==> config.mk <==
export PLATFORM = sky130hd
export DESIGN_NAME = fma_share_ctrl
export DESIGN_NICKNAME = d
export VERILOG_FILES = /design/src/rtl/fma_share_pkg.sv /design/src/rtl/fma_share_rr.sv /design/src/rtl/fma_share_ctrl.sv
export SDC_FILE = /design/constraint.sdc
export NUM_CORES = 1
export LEC_CHECK = 0
export ABC_AREA = 1
export CAP_MARGIN = 20
export CORE_MARGIN = 4
export CORE_UTILIZATION = 45
export DETAILED_ROUTE_END_ITERATION = 10
export PLACE_DENSITY = 0.94
export SYNTH_ARGS = -nofsm -noshare
export SYNTH_HDL_FRONTEND = slang
export SYNTH_SLANG_ARGS = --single-unit
==> constraint.sdc <==
create_clock -name clk -period 3.25 [get_ports clk]
set_input_delay 0.4875 -clock clk [delete_from_list [all_inputs] [get_ports clk]]
set_output_delay 0.4875 -clock clk [all_outputs]
set_load 0.03 [all_outputs]
==> src/rtl/fma_share_pkg.sv <==
// rtl/fma_share_pkg.sv - shared types and constants for the FMA sharing controller
package fma_share_pkg;

    // Which requester owns an operation in flight.
    typedef enum logic {
        OWN_FPU = 1'b0,
        OWN_DIV = 1'b1
    } owner_t;

    // Width of the optional performance counters.
    localparam int PERF_W = 16;

    // Saturating increment used by the performance counters.
    function automatic logic [PERF_W-1:0] sat_inc(input logic [PERF_W-1:0] v);
        return (&v) ? v : v + 1'b1;
    endfunction

endpackage

==> src/rtl/fma_share_rr.sv <==
// rtl/fma_share_rr.sv - two-way round-robin arbiter with last-grant pointer
module fma_share_rr (
    input  logic       clk,
    input  logic       reset,
    input  logic [1:0] eligible,
    input  logic       en,
    output logic [1:0] gnt
);

    logic last_gnt_q;
    logic last_gnt_d;

    // Grant: a lone eligible requester wins; a tie goes to the one not granted last tie.
    always_comb begin
        gnt        = 2'b00;
        last_gnt_d = last_gnt_q;
        if (en) begin
            if (&eligible) begin
                gnt        = last_gnt_q ? 2'b01 : 2'b10;
                last_gnt_d = ~last_gnt_q;
            end else begin
                gnt = eligible;
            end
        end
    end

    // Pointer starts at 1 so requester 0 takes the first tie.
    always_ff @(posedge clk or negedge reset) begin
        if (!reset) begin
            last_gnt_q <= 1'b1;
        end else begin
            last_gnt_q <= last_gnt_d;
        end
    end

endmodule

==> src/rtl/fma_share_ctrl.sv <==
// rtl/fma_share_ctrl.sv - FMA pipeline sharing controller; FMA_SHARE_PERF_EN adds perf counters
module fma_share_ctrl
    import fma_share_pkg::*;
#(
    parameter int LAT  = 3,
    parameter int TAGW = 4
) (
    input  logic              clk,
    input  logic              reset,
    input  logic              req0_valid,
    input  logic [TAGW-1:0]   req0_tag,
    output logic              req0_ready,
    input  logic              req1_valid,
    input  logic [TAGW-1:0]   req1_tag,
    output logic              req1_ready,
    input  logic              flush0,
    input  logic              flush1,
    output logic              fma_issue,
    output logic              fma_sel,
    output logic              fma_stall,
    output logic              rsp0_valid,
    input  logic              rsp0_ready,
    output logic              rsp1_valid,
    input  logic              rsp1_ready,
    output logic [TAGW-1:0]   rsp_tag,
    output logic              idle,
    output logic [PERF_W-1:0] perf_conflict,
    output logic [PERF_W-1:0] perf_stall
);

    // One tracking entry per FMA pipeline stage.
    typedef struct packed {
        logic            valid;
        owner_t          owner;
        logic [TAGW-1:0] tag;
    } stg_t;

    stg_t            stg_q [LAT];
    stg_t            stg_d [LAT];
    stg_t            head;
    logic [1:0]      flush_v;
    logic [1:0]      rsp_rdy_v;
    logic [1:0]      elig;
    logic [1:0]      gnt;
    logic            frz;
    logic            arb_en;
    logic            any_gnt;
    logic [TAGW-1:0] win_tag;
    logic            fma_sel_q;
    logic            fma_sel_d;

    assign head      = stg_q[LAT-1];
    assign flush_v   = {flush1, flush0};
    assign rsp_rdy_v = {rsp1_ready, rsp0_ready};

    // Freeze when the head result is neither taken nor flushed by its owner.
    always_comb begin
        frz     = head.valid & ~rsp_rdy_v[head.owner] & ~flush_v[head.owner];
        arb_en  = ~frz;
        elig    = {req1_valid & ~flush1, req0_valid & ~flush0};
        any_gnt = |gnt;
        win_tag = gnt[1] ? req1_tag : req0_tag;
    end

    fma_share_rr u_rr (
        .clk      (clk),
        .reset    (reset),
        .eligible (elig),
        .en       (arb_en),
        .gnt      (gnt)
    );

    // Next stage contents: shift when unfrozen, then kill flushed owners' entries.
    always_comb begin
        stg_d = stg_q;
        if (!frz) begin
            for (int i = LAT - 1; i > 0; i--) begin
                stg_d[i] = stg_q[i-1];
            end
            stg_d[0].valid = any_gnt;
            stg_d[0].owner = any_gnt ? owner_t'(gnt[1]) : OWN_FPU;
            stg_d[0].tag   = any_gnt ? win_tag : '0;
        end
        for (int i = 0; i < LAT; i++) begin
            if (stg_d[i].valid && flush_v[stg_d[i].owner]) begin
                stg_d[i].valid = 1'b0;
            end
        end
    end

    // Operand select follows the winner and otherwise keeps its last value.
    always_comb begin
        fma_sel_d = any_gnt ? gnt[1] : fma_sel_q;
    end

    // Stage tracking and operand-select registers.
    always_ff @(posedge clk or negedge reset) begin
        if (!reset) begin
            for (int i = 0; i < LAT; i++) begin
                stg_q[i] <= '0;
            end
            fma_sel_q <= 1'b0;
        end else begin
            stg_q     <= stg_d;
            fma_sel_q <= fma_sel_d;
        end
    end

    // Handshake, pipeline-control and status outputs.
    always_comb begin
        req0_ready = gnt[0];
        req1_ready = gnt[1];
        fma_issue  = any_gnt;
        fma_sel    = fma_sel_d;
        fma_stall  = frz;
        rsp0_valid = head.valid & (head.owner == OWN_FPU) & ~flush0;
        rsp1_valid = head.valid & (head.owner == OWN_DIV) & ~flush1;
        rsp_tag    = head.tag;
        idle       = 1'b1;
        for (int i = 0; i < LAT; i++) begin
            if (stg_q[i].valid) begin
                idle = 1'b0;
            end
        end
    end

`ifdef FMA_SHARE_PERF_EN
    logic [PERF_W-1:0] perf_conflict_q;
    logic [PERF_W-1:0] perf_conflict_d;
    logic [PERF_W-1:0] perf_stall_q;
    logic [PERF_W-1:0] perf_stall_d;

    // Count contended-issue cycles and frozen cycles, saturating.
    always_comb begin
        perf_conflict_d = perf_conflict_q;
        perf_stall_d    = perf_stall_q;
        if ((&elig) && !frz) begin
            perf_conflict_d = sat_inc(perf_conflict_q);
        end
        if (frz) begin
            perf_stall_d = sat_inc(perf_stall_q);
        end
    end

    // Performance counter registers.
    always_ff @(posedge clk or negedge reset) begin
        if (!reset) begin
            perf_conflict_q <= '0;
            perf_stall_q    <= '0;
        end else begin
            perf_conflict_q <= perf_conflict_d;
            perf_stall_q    <= perf_stall_d;
        end
    end

    assign perf_conflict = perf_conflict_q;
    assign perf_stall    = perf_stall_q;
`else
    assign perf_conflict = '0;
    assign perf_stall    = '0;
`endif

endmodule

==> results.sh <==
export IMPL_grt_antenna_before_repair=0
export IMPL_hpwl_mm=1.87
export IMPL_p_leak_nw=0.839
export IMPL_critPathCaptureType="primary output"
export IMPL_min_period_ps=2970
export IMPL_setup_viol=0
export IMPL_die_x_um=62.3
export IMPL_syn_cell_area_um2=1330
export IMPL_drive_gt1_share_pct=9.95
export IMPL_yosys_area_top_type_share_pct=35.8
export IMPL_internal_power_mw=0.477
export IMPL_core_area_um2=2780
export IMPL_yosys_warnings=0
export IMPL_setup_tns_final_ps=0
export IMPL_final_nets=218
export IMPL_rsz0062_at_grt="false"
export IMPL_p_sw_mw=0.238
export IMPL_fin_total_pwr_mw=0.715
export IMPL_avgSynthCellArea_um2=7.55
export IMPL_maxCapViolations=0
export IMPL_p_clk_share_pct=27.9
export IMPL_final_common_cell="nand2_1"
export IMPL_arrival_ps=2480
export IMPL_pin_count=60
export IMPL_firstDrtPassIters=4
export IMPL_vias=1012
export IMPL_vdd_drop_max_v=0.000298
export IMPL_fin_crit_sh_pct=91.4
export IMPL_root_buffer="clkbuf_4"
export IMPL_synth_largest_area_cell="dfrtp_1"
export IMPL_yosysUniqueCellTypes=24
export IMPL_gp_congestion=0.851
export IMPL_grt_pass1_wl_mm=3.79
export IMPL_seq_power_share_pct=42.3
export IMPL_slew_headroom_pct=41.7
export IMPL_wl_mm=2.32
export IMPL_cts_buffers=3
export IMPL_drc=0
export IMPL_finalHoldViolCount=0
export IMPL_status="finished, final reports clean"
export IMPL_layout_common_cells="nand2_1, conb_1, clkdlybuf4s50_1"
export IMPL_hp_class="flip-flop to flip-flop"
export IMPL_start_util_pct=47.8
export IMPL_cts_setup_buffers=0
export IMPL_vias_per_cell=4.36
export IMPL_worstSetupPathType="primary input to primary output"
export IMPL_ant_nets=0
export IMPL_p_sw_share_pct=33.3
export IMPL_synth_seq_cells=20
export IMPL_grt_max_degree=21
export IMPL_drtIter0Drc=9
export IMPL_htreeDepth=1
export IMPL_yosys_top_cells_area="dfrtp_1, buf_4, nand2_1"
export IMPL_rows=19
export IMPL_slew_viol_final=0
export IMPL_cts_buffer_depth=2
export IMPL_cts_repair_resized=0
export IMPL_multi_input_area_um2=574
export IMPL_tightestPinTransition_ps=871
export IMPL_crit_path_start_kind="primary input"
export IMPL_ys_seq_area_share_pct=37.8
export IMPL_grt_pass1_vias=880
export IMPL_fp_dieH_um=62.3
export IMPL_regArea_um2=502
export IMPL_cts_tree="done"
export IMPL_netlist_instances=176
export IMPL_diodes=0
export IMPL_clk_insertion_delay_late_ps=290
export IMPL_clock_fmax_ghz=0.337
export IMPL_die_area_um2=3890
export IMPL_track_usage_pct=11.6
export IMPL_clkSinkCount=20
export IMPL_numPortBuffers=27
export IMPL_postCtsHoldBufs=0
export IMPL_crit_fanout=7
export IMPL_area_growth_pct=15.0
export IMPL_n_fill_cell=268
export IMPL_wl_per_cell_um=10.0
export IMPL_comb_power_share_pct=29.8
export IMPL_cp_required_ps=2760
export IMPL_clock_skew_ps=4.52
export IMPL_powerDensity_nw_per_um2=468
export IMPL_clkTransAtPathRegs_ps=110
export IMPL_gr_total_overflow=0
-- critical path, cell delays in order --
cell and delay [ps]:
clkdlybuf4s50_1 490, inv_2 110, nor2_1 50, nor2_2 140, nand2_2 170, o21ai_0 200, nand2_1 90, nand2_1 90
clkdlybuf4s50_1 670
-- cell families after synthesis --
logic type	after synthesis	synth area share [%]
AND/OR/NAND/NOR	88	30.4
buffers and inverters	59	27.8
flip-flops	20	37.8
AO/OA/AOI/OAI	7	3.11
XOR/XNOR	1	0.659
other	1	0.282
-- through the flow --
step	hold WS [ps]	setup WS, ps	util (%)	area [um^2]	cells
6_report	478	281	54.9	1530	232
5_1_grt	505	84.9	54.9	1530	232
4_1_cts	483	273	54.9	1530	232
3_5_place_dp	456	282	53.0	1480	228
3_3_place_gp	454	321	53.0	1480	228
2_1_floorplan	192	1140	-	1450	207
-- registers in the layout, indices dropped and copies added, names as in the netlist --
name / count
stg_q: 12
rsp_tag: 4
head: 2
fma_sel_q: 1
u_rr.last_gnt_q: 1
-- worst paths after layout --
path | cells past startpoint | to | from | slack, ps
max in group asynchronous | 1 | head[5]$_DFF_PN0_ | reset | 2040
worst min-delay path | 2 | fma_sel_q$_DFF_PN0_ | fma_sel_q$_DFF_PN0_ | 480
worst min register to register | 2 | fma_sel_q$_DFF_PN0_ | fma_sel_q$_DFF_PN0_ | 480
worst max register to register | 9 | stg_q[11]$_DFF_PN0_ | head[4]$_DFF_PN0_ | 1690
min in group asynchronous | 1 | rsp_tag[1]$_DFFE_PN0N_ | reset | 670
worst max-delay path | 9 | fma_sel | flush0 | 280
-- routing by layer --
metal | global-route usage, % | routed length (um)
met5 | 0 | 0
met2 | 19.6 | 1180
met1 | 14.7 | 970
met3 | 2.16 | 160
met4 | 3.98 | 6
-- area by class of cell --
class,instances,share of cell area (%)
clock inverters,1,1.97
well taps,31,2.54
flip-flops and latches,20,32.8
repair buffers,29,18.7
inverters,20,4.91
clock buffers,3,1.47
multi-input cells,128,37.6
-- power by group through the flow --
stage | clock network [mW] | logic (mW) | registers (mW)
final | 0.199 | 0.213 | 0.303
after global routing | 0.214 | 0.233 | 0.308
after CTS | 0.205 | 0.215 | 0.303
after detailed placement | 0 | 0.214 | 0.308
after global placement | 0 | 0.210 | 0.307
after floorplan | 0 | 0.187 | 0.304
-- synth_stat cells --
library cell and number:
a211oi_1 1, a21oi_1 1, a21oi_2 1, buf_2 1, buf_4 37, buf_6 1
conb_1 1, dfrtp_1 19, dfstp_2 1, inv_1 17, inv_2 3, nand2_1 55
nand2_2 5, nand2_8 1, nand3_1 11, nand3_2 1, nand3b_1 3, nor2_1 7
nor2_2 1, nor2_4 1, nor3_1 3, o21ai_0 3, o21ai_1 1, xor2_1 1
(Power assumes the default switching activity.)
